**src/rtl/addsub_accum_if.sv**
```systemverilog
// Operand/result handshake bundle for addsub_accum: valid/ready on the operand
// side, valid/ready plus status on the result side.
interface addsub_accum_if #(
  parameter int WIDTH = 8,
  parameter int CNT_W = 4
);

  logic             in_valid;
  logic             in_ready;
  logic [WIDTH-1:0] op_a;
  logic [WIDTH-1:0] op_b;
  logic [1:0]       mode;
  logic             out_valid;
  logic             out_ready;
  logic [WIDTH-1:0] result;
  logic             carry;
  logic             ovf_sticky;
  logic [CNT_W-1:0] count;

  modport master (
    output in_valid, op_a, op_b, mode, out_ready,
    input  in_ready, out_valid, result, carry, ovf_sticky, count
  );

  modport slave (
    input  in_valid, op_a, op_b, mode, out_ready,
    output in_ready, out_valid, result, carry, ovf_sticky, count
  );

endinterface

```
**src/rtl/addsub_accum.sv**
```systemverilog
// Registered add/subtract/accumulate unit with optional unsigned saturation,
// sticky overflow, saturating op counter and valid/ready on both sides.
module addsub_accum #(
  parameter int WIDTH    = 8,
  parameter bit SATURATE = 1'b1,
  parameter int CNT_W    = 4
) (
  input  logic            clk,
  input  logic            rst_n,
  input  logic            ena,
  input  logic            clr,
  addsub_accum_if.slave   bus
);

  logic             w_accept;
  logic             w_clr;
  logic             w_isAcc;
  logic             w_isSub;
  logic [WIDTH-1:0] w_base;
  logic [WIDTH-1:0] w_operand;
  logic [WIDTH:0]   w_wide;
  logic             w_carry;
  logic [WIDTH-1:0] w_final;
  logic [WIDTH-1:0] w_accNext;
  logic [CNT_W-1:0] w_countBase;
  logic [CNT_W-1:0] w_countNext;
  logic             w_ovfNext;

  logic [WIDTH-1:0] r_acc;
  logic [WIDTH-1:0] r_result;
  logic             r_carry;
  logic             r_outValid;
  logic             r_ovf;
  logic [CNT_W-1:0] r_count;

  assign bus.in_ready   = ena & (~r_outValid | bus.out_ready);
  assign w_accept       = bus.in_valid & bus.in_ready;
  assign w_clr          = ena & clr;
  assign w_isAcc        = bus.mode[1];
  assign w_isSub        = bus.mode[0];

  assign bus.out_valid  = r_outValid;
  assign bus.result     = r_result;
  assign bus.carry      = r_carry;
  assign bus.ovf_sticky = r_ovf;
  assign bus.count      = r_count;

  // A clear in the same cycle as an accumulate op means the op starts from zero.
  always_comb begin
    w_base    = bus.op_a;
    w_operand = bus.op_b;
    if (w_isAcc) begin
      w_base    = w_clr ? '0 : r_acc;
      w_operand = bus.op_a;
    end
    if (w_isSub) begin
      w_wide = {1'b0, w_base} - {1'b0, w_operand};
    end else begin
      w_wide = {1'b0, w_base} + {1'b0, w_operand};
    end
    w_carry = w_wide[WIDTH];
    w_final = w_wide[WIDTH-1:0];
    if (SATURATE && w_carry) begin
      w_final = w_isSub ? '0 : '1;
    end
  end

  always_comb begin
    w_accNext = w_clr ? '0 : r_acc;
    if (w_accept && w_isAcc) begin
      w_accNext = w_final;
    end
    w_countBase = w_clr ? '0 : r_count;
    w_countNext = w_countBase;
    if (w_accept && (w_countBase != '1)) begin
      w_countNext = w_countBase + CNT_W'(1);
    end
    w_ovfNext = (w_clr ? 1'b0 : r_ovf) | (w_accept & w_carry);
  end

  always_ff @(posedge clk or negedge rst_n) begin
    if (!rst_n) begin
      r_acc      <= '0;
      r_result   <= '0;
      r_carry    <= 1'b0;
      r_outValid <= 1'b0;
      r_ovf      <= 1'b0;
      r_count    <= '0;
    end else begin
      r_acc   <= w_accNext;
      r_count <= w_countNext;
      r_ovf   <= w_ovfNext;
      if (w_accept) begin
        r_result   <= w_final;
        r_carry    <= w_carry;
        r_outValid <= 1'b1;
      end else if (bus.out_ready) begin
        r_outValid <= 1'b0;
      end
    end
  end

endmodule

```
**src/flat_wrapper.sv**
```systemverilog
// flat-port wrapper written by rule: the top's interface ports become plain ports
module addsub_accum_flat 
#(
  parameter int WIDTH    = 8,
  parameter bit SATURATE = 1'b1,
  parameter int CNT_W    = 4
)
  (clk, rst_n, ena, clr, bus_in_valid, bus_op_a, bus_op_b, bus_mode, bus_out_ready, bus_in_ready, bus_out_valid, bus_result, bus_carry, bus_ovf_sticky, bus_count);
  addsub_accum_if #(.WIDTH(WIDTH), .CNT_W(CNT_W)) bus_i ();
  input  logic clk;
  input  logic rst_n;
  input  logic ena;
  input  logic clr;
  input wire logic [$bits(bus_i.in_valid)-1:0] bus_in_valid;
  input wire logic [$bits(bus_i.op_a)-1:0] bus_op_a;
  input wire logic [$bits(bus_i.op_b)-1:0] bus_op_b;
  input wire logic [$bits(bus_i.mode)-1:0] bus_mode;
  input wire logic [$bits(bus_i.out_ready)-1:0] bus_out_ready;
  output wire logic [$bits(bus_i.in_ready)-1:0] bus_in_ready;
  output wire logic [$bits(bus_i.out_valid)-1:0] bus_out_valid;
  output wire logic [$bits(bus_i.result)-1:0] bus_result;
  output wire logic [$bits(bus_i.carry)-1:0] bus_carry;
  output wire logic [$bits(bus_i.ovf_sticky)-1:0] bus_ovf_sticky;
  output wire logic [$bits(bus_i.count)-1:0] bus_count;
  assign bus_i.in_valid = bus_in_valid;
  assign bus_i.op_a = bus_op_a;
  assign bus_i.op_b = bus_op_b;
  assign bus_i.mode = bus_mode;
  assign bus_i.out_ready = bus_out_ready;
  assign bus_in_ready = bus_i.in_ready;
  assign bus_out_valid = bus_i.out_valid;
  assign bus_result = bus_i.result;
  assign bus_carry = bus_i.carry;
  assign bus_ovf_sticky = bus_i.ovf_sticky;
  assign bus_count = bus_i.count;
  addsub_accum #(.WIDTH(WIDTH), .SATURATE(SATURATE), .CNT_W(CNT_W)) u_core (.clk(clk), .rst_n(rst_n), .ena(ena), .clr(clr), .bus(bus_i));
endmodule
```
**config.mk**
```make
export PLATFORM = sky130hd
export DESIGN_NAME = addsub_accum_flat
export DESIGN_NICKNAME = d
export VERILOG_FILES = /design/src/rtl/addsub_accum_if.sv /design/src/rtl/addsub_accum.sv /design/src/flat_wrapper.sv
export SDC_FILE = /design/constraint.sdc
export NUM_CORES = 1
export LEC_CHECK = 0
export CAP_MARGIN = 20
export CORE_AREA = 2 2 64 66
export CTS_CLUSTER_DIAMETER = 60
export CTS_CLUSTER_SIZE = 14
export DETAILED_ROUTE_END_ITERATION = 10
export DIE_AREA = 0 0 66 68
export PLACE_DENSITY_LB_ADDON = 0.3
export SYNTH_ARGS = -nofsm -noshare
export SYNTH_HDL_FRONTEND = slang
export SYNTH_SLANG_ARGS = --single-unit
```
**constraint.sdc**
```tcl
create_clock -name clk -period 3 [get_ports clk]
set_clock_uncertainty 0.2 [all_clocks]
set_input_delay 0.6 -clock clk [delete_from_list [all_inputs] [get_ports clk]]
set_output_delay 0.6 -clock clk [all_outputs]
set_load 0.1 [all_outputs]
```
==> flow_summary.toml, run 1 <==
[routing]
ant_nets = 0
drc = 0
routedWlPerCell_um = 20.56
top_layer = "met4"
vias = 2340
drtPass1Iterations = 5
viasPerCell = 6.240
wl_met3_um = 553
wl_met1_mm = 3.005
wl_met2_mm = 3.792
drt_iter0_drc = 195
wl_mm = 7.711

[yosys]
yosysWarnings = 0
synth_area_leaders = "dfrtp_1, ha_1, o21ai_1"
synth_cell_type_count = 43
netlist.area_leader.share_pct = 30.59
synth_common_cells = "dfrtp_1, nand2_1, o21ai_1, nand3_1, o21ai_0"
synth_nets = 264
yosysMostFrequentCell = "dfrtp_1"
avgSynthCellArea_um2 = 8.217
synth_area_um2 = 1882
yosysTopAreaCell = "dfrtp_1"
synth_edf_count = 0
ys.flop_type = "dfrtp_1"
synthArstFlopShare_pct = 100.0
ys_ff_latch = 23
synthCells = 229
ys_seq_area_share_pct = 30.59

[global_route]
grt_max_degree = 24
grt_pass1_wl_mm = 10.78
grt_usage_pct = 32.22
grt_overflow_total = 0
grt_pass1_vias = 2270
antenna_found_initial = 0

[clock_network]
clkSlewWorstSetupHoldPaths_ns = 0.08
numCtsBuffers = 3
cts_tree = "built"
insertion_delay_ns = 0.27
clock-sinks = 23
clk_path_buf_depth = 2
htreeDepth = 1
cts-root-buf = "clkbuf_8"

[final_layout]
synthToLayoutAreaGrowth_pct = 71.48
finalNetCount = 361
seqCellArea_um2 = 575.6
fin_area_um2 = 3227
n_antenna_cell = 0
fillers = 217
multi_input_area_um2 = 1615
final_layout_size_suffix_gt1_share_pct = 46.15
fin_util_pct = 83.68
fin_cells = 375

[setup_path]
worstSetupPathType = "input port to flip-flop"
cp_max_fo = 5
crit_required_ns = 2.97
start_kind = "input port"
rr_worst_depth = 9
arrival_ns = 3.21
endpoint_kind = "flip-flop"

[timing]
layout_min_cycle_time_ns = 3.237
post-route-period-util_pct = 107.9
slew_violations = 0
final.setup.worst_slack_ns = -0.2366
hold_viol_final = 0
worstMarginPinSlew_ns = 0.7386
fin_hold_ws_ns = 0.2837
finalSetupViolCount = 18
clock.fmax_mhz = 309.0
setup_tns_ns = -2.855
grt_setup_unrepaired = "true"
max_slew_margin_pct = 50.64

[die]
core.rowCount = 23
coreArea_um2 = 3856
num_io_pins = 40
die_w_um = 66
start_util_pct = 48.80
dieArea_um2 = 4488
die_h_um = 68

[placement]
place_area_um2 = 2629
dp_slack_ns = -0.9630
placed_cells = 354
io_buffers = 39
dp_hpwl_mm = 3.963
routabilityCongestion = 0.9074

[power_and_ir_drop]
vdd_drop_max_v = 0.0006155
p_per_area_nw_per_um2 = 607.2
p_leak_nw = 1.431
power_mw = 1.959

[min_path]
hold_path_depth = 1
hold_path.class = "flip-flop to flip-flop"

[flow_run]
maxCapViolCount = 0

[status]
status = "complete, but fails checks"
violations = "setup timing"
worst max-delay path: stages:
cell,delay [ns]
clkdlybuf4s15_1,0.23
buf_4,0.18
mux2i_2,0.23
a31oi_1,0.15
xor2_1,0.23
ha_2,0.35
a21oi_4,0.22
o21ai_4,0.09
a21oi_4,0.18
buf_12,0.14
xor2_4,0.31
o21ai_4,0.10
o21ai_1,0.20
sequential cells by signal, indices dropped and copies added, names as in the netlist:
signal	flops
u_core.bus.ovf_sticky	1
u_core.bus.out_valid	1
u_core.bus.result	8
u_core.r_acc	8
u_core.bus.count	4
u_core.bus.carry	1
area by class of cell:
cell class,count,area share (%)
clock inverter,1,0.1551
inverter,13,1.512
clock buffer,3,1.280
multi-input combinational,183,50.06
timing repair buffer,102,27.22
tap,50,1.939
sequential,23,17.84
path summary, 6_finish.rpt:
check	from	to	slack, ns
min in group asynchronous	rst_n	u_core.bus.result[5]	0.47
max in group asynchronous	rst_n	u_core.r_acc[3]	1.89
hold / removal	u_core.bus.ovf_sticky	u_core.bus.ovf_sticky	0.28
setup reg to reg	u_core.r_acc[3]	u_core.r_acc[3]	0.36
setup / recovery	bus_op_a[4]	u_core.r_acc[3]	-0.24
hold reg to reg	u_core.bus.ovf_sticky	u_core.bus.ovf_sticky	0.28
report_power, final:
part	leakage, nW	internal, mW	switching, mW
clock	0.0255	0.0930	0.107
combinational	1.10	0.464	0.875
sequential	0.301	0.378	0.0436
total	1.43	0.934	1.03
placed cells by master (no fill, tap or decap), types with 5 or more instances in the layout:
cell type        instances
xnor2_1                  6
nand2_1                 18
xor2_1                   6
a21oi_1                  5
o21ai_1                 16
nand2b_1                 5
nor2_1                   8
inv_1                   10
o21ai_2                  7
dlygate4sd2_1            6
dfrtp_1                 23
nand3_1                 16
clkdlybuf4s15_1          6
clkdlybuf4s50_1          5
buf_4                   71
mux2i_1                  5
o21ai_0                  9
layer usage:
layer | track usage, % | vias up
met4 | 16.58 | 0
met5 | 0 | -
met3 | 6.414 | 37
met2 | 57.07 | 149
li1 | - | 1014
met1 | 37.09 | 1140
cell families after synthesis:
kind of cell             synth area share (%)
buffers and inverters                   4.987
adder cells (fa/ha/maj)                 7.713
XOR/XNOR                                7.381
flip-flops                              30.59
AO/OA/AOI/OAI                           23.27
multiplexers                            5.386
AND/OR/NAND/NOR                         20.68
timing repair:
| action | in CTS | in global routing |
|---|---|---|
| cloned | 2 | 0 |
| pin swaps | 25 | 20 |
| gates resized for setup | 91 | 33 |
| buffers inserted | 12 | 3 |
| hold buffers | 0 | 0 |
| endpoints found under the setup margin | 18 | 18 |
(Power assumes the default switching activity.)
==> run 2, diff against run 1 <==
--- a/config.mk
+++ b/config.mk
@@ -7,7 +7,6 @@
 export LEC_CHECK = 0
 export CAP_MARGIN = 20
 export CORE_AREA = 2 2 64 66
-export CTS_CLUSTER_DIAMETER = 60
 export CTS_CLUSTER_SIZE = 14
 export DETAILED_ROUTE_END_ITERATION = 10
 export DIE_AREA = 0 0 66 68
==> results of run 2 <==
Same layout as run 1: the final DEF is identical, and so are final timing and power.
